===== config.mk =====
export PLATFORM = sky130hd
export DESIGN_NAME = obb_reg_file
export DESIGN_NICKNAME = d
export VERILOG_FILES = /design/src/rtl/obb_reg_file.sv
export SDC_FILE = /design/constraint.sdc
export NUM_CORES = 1
export LEC_CHECK = 0
export CAP_MARGIN = 20
export CORE_UTILIZATION = 45
export DETAILED_ROUTE_END_ITERATION = 6
export HOLD_SLACK_MARGIN = 0.06
export PLACE_DENSITY = 0.69
export SLEW_MARGIN = 20
export SYNTH_ARGS = -nofsm -noshare
export SYNTH_HDL_FRONTEND = slang
export SYNTH_SLANG_ARGS = --single-unit

===== constraint.sdc =====
create_clock -name clk -period 17.1 [get_ports clk]
set_input_delay 1.71 -clock clk [delete_from_list [all_inputs] [get_ports clk]]
set_output_delay 1.71 -clock clk [all_outputs]
set_load 0.01 [all_outputs]

===== src/rtl/obb_reg_file.sv =====
// Multi-entry oriented-bounding-box state file: parallel load, registered read port and a
// sequential pos/angle integrator. Optional macro OBB_REG_FILE_GRAVITY_EN adds per-step gravity on vel_y.
module obb_reg_file #(
  parameter int unsigned N_BODIES    = 4,
  parameter int unsigned POS_W       = 20,
  parameter int unsigned VEL_W       = 12,
  parameter int unsigned PREC        = 8,
  parameter int unsigned DIM_W       = 8,
  parameter int unsigned ANGLE_W     = 10,
  parameter int unsigned OMEGA_W     = 8,
  parameter int unsigned X_INIT      = 32,
  parameter int unsigned Y_INIT      = 32,
  parameter int unsigned X_SPACING   = 40,
  parameter int unsigned WIDTH_INIT  = 10,
  parameter int unsigned HEIGHT_INIT = 10,
  parameter int          GRAVITY     = 1,
  localparam int unsigned IDX_W      = $clog2(N_BODIES)
) (
  input  logic               clk,
  input  logic               reset,
  input  logic               load,
  input  logic [IDX_W-1:0]   ld_idx,
  input  logic [POS_W-1:0]   ld_pos_x,
  input  logic [POS_W-1:0]   ld_pos_y,
  input  logic [VEL_W-1:0]   ld_vel_x,
  input  logic [VEL_W-1:0]   ld_vel_y,
  input  logic [DIM_W-1:0]   ld_width,
  input  logic [DIM_W-1:0]   ld_height,
  input  logic [ANGLE_W-1:0] ld_angle,
  input  logic [OMEGA_W-1:0] ld_omega,
  input  logic [IDX_W-1:0]   rd_idx,
  output logic [POS_W-1:0]   rd_pos_x,
  output logic [POS_W-1:0]   rd_pos_y,
  output logic [VEL_W-1:0]   rd_vel_x,
  output logic [VEL_W-1:0]   rd_vel_y,
  output logic [DIM_W-1:0]   rd_width,
  output logic [DIM_W-1:0]   rd_height,
  output logic [ANGLE_W-1:0] rd_angle,
  output logic [OMEGA_W-1:0] rd_omega,
  input  logic               step,
  output logic               busy,
  output logic               done
);

  typedef struct packed {
    logic [POS_W-1:0]   pos_x;
    logic [POS_W-1:0]   pos_y;
    logic [VEL_W-1:0]   vel_x;
    logic [VEL_W-1:0]   vel_y;
    logic [DIM_W-1:0]   width;
    logic [DIM_W-1:0]   height;
    logic [ANGLE_W-1:0] angle;
    logic [OMEGA_W-1:0] omega;
  } body_t;

  typedef enum logic [1:0] {S_IDLE, S_RUN, S_DONE} state_t;

  localparam int unsigned      PX_W     = POS_W + 2;
  localparam logic [IDX_W-1:0] LAST_IDX = IDX_W'(N_BODIES - 1);
  localparam logic [IDX_W:0]   N_EXT    = (IDX_W + 1)'(N_BODIES);

  // Elaboration-time parameter sanity
  if (N_BODIES < 2) begin : g_bad_n
    $error("obb_reg_file: N_BODIES must be at least 2");
  end
  if (GRAVITY >= 2 ** (VEL_W - 1) || GRAVITY < -(2 ** (VEL_W - 1))) begin : g_bad_gravity
    $error("obb_reg_file: GRAVITY does not fit in VEL_W");
  end

  body_t            ents [N_BODIES];
  body_t            rd_q;
  body_t            ld_body;
  body_t            integ;
  state_t           state, state_nxt;
  logic [IDX_W-1:0] idx, idx_nxt;
  logic             busy_nxt, done_nxt;
  logic             ld_ok, rd_ok, run_wr;

  function automatic body_t init_body(input int unsigned i);
    body_t b;
    b        = '0;
    b.pos_x  = POS_W'((X_INIT + i * X_SPACING) << PREC);
    b.pos_y  = POS_W'(Y_INIT << PREC);
    b.width  = DIM_W'(WIDTH_INIT);
    b.height = DIM_W'(HEIGHT_INIT);
    return b;
  endfunction

  // Two guard bits so both underflow and overflow are visible before clamping
  function automatic logic [POS_W-1:0] sat_pos(input logic [POS_W-1:0] p,
                                               input logic [VEL_W-1:0] v);
    logic signed [PX_W-1:0] s;
    s = $signed({2'b00, p}) + PX_W'($signed(v));
    if (s[PX_W-1])     return '0;
    else if (s[POS_W]) return '1;
    else               return s[POS_W-1:0];
  endfunction

`ifdef OBB_REG_FILE_GRAVITY_EN
  function automatic logic [VEL_W-1:0] sat_vel(input logic [VEL_W-1:0] v);
    logic signed [VEL_W:0] s;
    s = (VEL_W + 1)'($signed(v)) + (VEL_W + 1)'(GRAVITY);
    if (s[VEL_W] != s[VEL_W-1])
      return s[VEL_W] ? {1'b1, {(VEL_W-1){1'b0}}} : {1'b0, {(VEL_W-1){1'b1}}};
    else
      return s[VEL_W-1:0];
  endfunction
`endif

  assign ld_body = {ld_pos_x, ld_pos_y, ld_vel_x, ld_vel_y,
                    ld_width, ld_height, ld_angle, ld_omega};
  assign ld_ok   = load && ({1'b0, ld_idx} < N_EXT);
  assign rd_ok   = {1'b0, rd_idx} < N_EXT;
  // A same-cycle load to the entry under integration takes priority
  assign run_wr  = (state == S_RUN) && !(ld_ok && (ld_idx == idx));

  always_comb begin
    integ       = ents[idx];
    integ.pos_x = sat_pos(ents[idx].pos_x, ents[idx].vel_x);
    integ.pos_y = sat_pos(ents[idx].pos_y, ents[idx].vel_y);
    integ.angle = ents[idx].angle + ANGLE_W'($signed(ents[idx].omega));
`ifdef OBB_REG_FILE_GRAVITY_EN
    integ.vel_y = sat_vel(ents[idx].vel_y);
`endif
  end

  always_ff @(posedge clk or posedge reset) begin
    if (reset) begin
      for (int unsigned i = 0; i < N_BODIES; i++) ents[i] <= init_body(i);
      rd_q <= '0;
    end else begin
      if (run_wr) ents[idx] <= integ;
      if (ld_ok)  ents[ld_idx] <= ld_body;
      rd_q <= rd_ok ? ents[rd_idx] : '0;
    end
  end

  assign rd_pos_x  = rd_q.pos_x;
  assign rd_pos_y  = rd_q.pos_y;
  assign rd_vel_x  = rd_q.vel_x;
  assign rd_vel_y  = rd_q.vel_y;
  assign rd_width  = rd_q.width;
  assign rd_height = rd_q.height;
  assign rd_angle  = rd_q.angle;
  assign rd_omega  = rd_q.omega;

  always_ff @(posedge clk or posedge reset) begin
    if (reset) begin
      state <= S_IDLE;
      idx   <= '0;
      busy  <= 1'b0;
      done  <= 1'b0;
    end else begin
      state <= state_nxt;
      idx   <= idx_nxt;
      busy  <= busy_nxt;
      done  <= done_nxt;
    end
  end

  // Sweep sequencer; busy follows the next state so it is high exactly in RUN/DONE
  always_comb begin
    state_nxt = state;
    idx_nxt   = idx;
    done_nxt  = 1'b0;
    unique case (state)
      S_IDLE: begin
        if (step) begin
          state_nxt = S_RUN;
          idx_nxt   = '0;
        end
      end
      S_RUN: begin
        if (idx == LAST_IDX) state_nxt = S_DONE;
        else                 idx_nxt   = idx + 1'b1;
      end
      S_DONE: begin
        done_nxt  = 1'b1;
        state_nxt = S_IDLE;
      end
      default: state_nxt = S_IDLE;
    endcase
    busy_nxt = (state_nxt != S_IDLE);
  end

endmodule


==> metrics <==
Syn Nets 2,983; clock skew 0.02388 ns; count leader, synth nand2_1; CTS Buf Count 55; synthesized instance count 2,819; Hold Crit Class flop to flop; Max Cap Violations 0; Critical Path AT 6.09 ns; P&R area growth vs syn 16.10%; Crit. End Element flop; post-CTS sizing 0; delay-heaviest family, CP compound AO/OA/AOI/OAI gates; endpoints failing setup 0; Post-CTS Setup Inserts 0; FMAX 0.1795 GHz; cell mode on critical path buf_4; setup TNS 0 ns; cts-stage hold buffer count 0; Worst-path clk slew 0.07 ns; final cycle utilization of the critical path 0.3258; worst skew pair latency 0.64 ns; Buffers on Ports 205; Synth area leader dfrtp_1; Layout Nets 3,047; Post-Syn Area 0.02775 mm²; outcome complete, no violations; DIE AREA 0.06267 mm²; H-Tree Level Count 2; grt ovf 0; gr usage total 0.2897; Cell Rows 90; Worst-Margin Slew 1.177 ns; CP Launch Type flop; top cells by area, synth dfrtp_1, mux4_2, nand2_1; WL per Instance 24.43 µm; DRT iter0 DRCs 3,143; DRC violations left 0; DP HPWL 53,350 µm; Post-synth top cells nand2_1, dfrtp_1, nor2_1; DRT Wirelength 90,690 µm; Seq/Total Area, Yosys 0.4486; maximum clock insertion buffer count 3; first-pass GRT wire length 141,100 µm; CP bufs+invs 2; register bit total from synthesis 496; Slowest-stage cell, CP dfrtp_4; Die Y-Extent 250.3 µm; Root Driver clkbuf_16; share of layout cells above drive strength 1 0.1403; number of flops mapped to enable cells by yosys 0; fillcell total 5,232; CP required 17.62 ns; pins over their slew limit 0; Via Count 24.07k; CP Max Fanout 36; vias in the first global route 24.28k; RSZ-0062 raised after global routing false; # diodes 0; ys flop type dfrtp_1; vias per cell 6.484; largest net degree at the start of global routing 187; RR Startpoint idx[0]$_DFFE_PP0P_; Final Hold Fails 0; hold path startpoint ents[125]$_DFF_PP1_; Distinct cells, synth 65; core box area 0.06070 mm²; worst setup path class flop to flop; Post-DRT Antenna Nets 0; Crit. Startpoint idx[0]$_DFFE_PP0P_; Synth Area per Inst 9.844 µm²; IO Count 206; TritonCTS clock tree yes; Chip Width 250.3 µm; antenna violations before repair 6; asr flop ratio synth 1.000; Initial Util 0.4572; synth warn 0; clk sink count 496; Tmin final 5.571 ns; top-area cell type share of the netlist area 0.4211; Crit path largest cell delay 0.86 ns; Initial DRT Pass Iterations 6; critical path cell sequence buf_4 -> mux4_2 -> ha_1 -> fa_1 -> a211o_1 -> a2111oi_4 -> o21a_1 -> nor3_1 -> nor4_4 -> buf_4 -> a21o_1 -> nand2_1 -> o21ai_0; final RePlAce weighted congestion 0.9052; Max-slew headroom 0.2152
[registers in the layout, indices dropped and copies added, names as in the netlist]
name and flops:
rd_vel_x 12, rd_pos_x 20, rd_height 8, rd_width 8
rd_omega 8, done 1, rd_angle 10, ents 392
state 2, rd_vel_y 12, idx 2, busy 1
rd_pos_y 20
[layout by cell type (no fill, tap or decap), types with 55 or more instances in the layout]
| master | count |
|---|---|
| a31oi_1 | 207 |
| clkdlybuf4s50_1 | 203 |
| o21ai_0 | 160 |
| mux4_2 | 196 |
| and3_1 | 112 |
| nand2_1 | 523 |
| clkbuf_16 | 55 |
| ha_1 | 55 |
| nor2_1 | 302 |
| a21oi_1 | 272 |
| dfrtp_1 | 465 |
[through the flow]
stage | cell area (µm²) | utilization | hold slack [ns] | cells | setup WS (ns)
2_1_floorplan | 27750 | - | 0.4649 | 2819 | 1.592
5_1_grt | 32220 | 0.5308 | 0.5080 | 3712 | 11.14
4_1_cts | 32190 | 0.5303 | 0.4955 | 3711 | 11.50
6_report | 32220 | 0.5308 | 0.4982 | 3712 | 11.53
3_5_place_dp | 30210 | 0.4977 | 0.4874 | 3607 | 11.52
3_3_place_gp | 30210 | 0.4977 | 0.4776 | 3607 | 11.66
[per-layer routing]
metal,global-route usage,vias to the layer above,part of all wire
met5,0,-,0.00024
met4,0.1024,4,0.031
met1,0.3934,12080,0.40
met2,0.4553,1445,0.46
met3,0.06817,230,0.11
li1,-,10310,-
[final cells by class]
class	count	area [µm²]	area share
Inverter	19	78.83	0.002447
Clock inverter	26	377.9	0.01173
Tap cell	782	978.4	0.03037
Multi-Input combinational cell	2076	14420	0.4475
Sequential cell	496	12460	0.3866
Clock buffer	78	1603	0.04975
Timing Repair Buffer	235	2308	0.07165
[logic make-up (layout without fill, tap and decap cells)]
kind of cell	after synthesis	count (layout)	synth area share
and+or+nand+nor	1010	1010	0.1528
AOI/OAI and AO/OA	761	761	0.1609
DFF	496	496	0.4486
buffers and inverters	247	358	0.03508
muxes	201	201	0.1609
adders and majority gates	58	58	0.02696
xor gates and xnor gates	46	46	0.01479
[worst register-to-register path, delay by kind of cell (launching register included)]
family | cells | cell delay [ns]
buffers and inverters | 2 | 1.13
AOI/OAI and AO/OA | 5 | 1.29
and+or+nand+nor | 3 | 0.79
muxes | 1 | 0.63
adders and majority gates | 2 | 0.76
DFF | 1 | 0.86
[final timing paths]
path | to | slack, ns | depth (start not counted)
min in group asynchronous | rd_vel_y[3]$_DFF_PP0_ | 1.56 | 2
worst max-delay path | ents[264]$_DFF_PP0_ | 11.53 | 13
worst min register to register | ents[125]$_DFF_PP1_ | 0.50 | 2
worst max register to register | ents[264]$_DFF_PP0_ | 11.53 | 13
worst min-delay path | ents[125]$_DFF_PP1_ | 0.50 | 2
max in group asynchronous | idx[0]$_DFFE_PP0P_ | 13.88 | 3
Power is left out: the tool's default activity adds up to more than one toggle a clock period on the data nets, which glitch-free logic cannot reach.
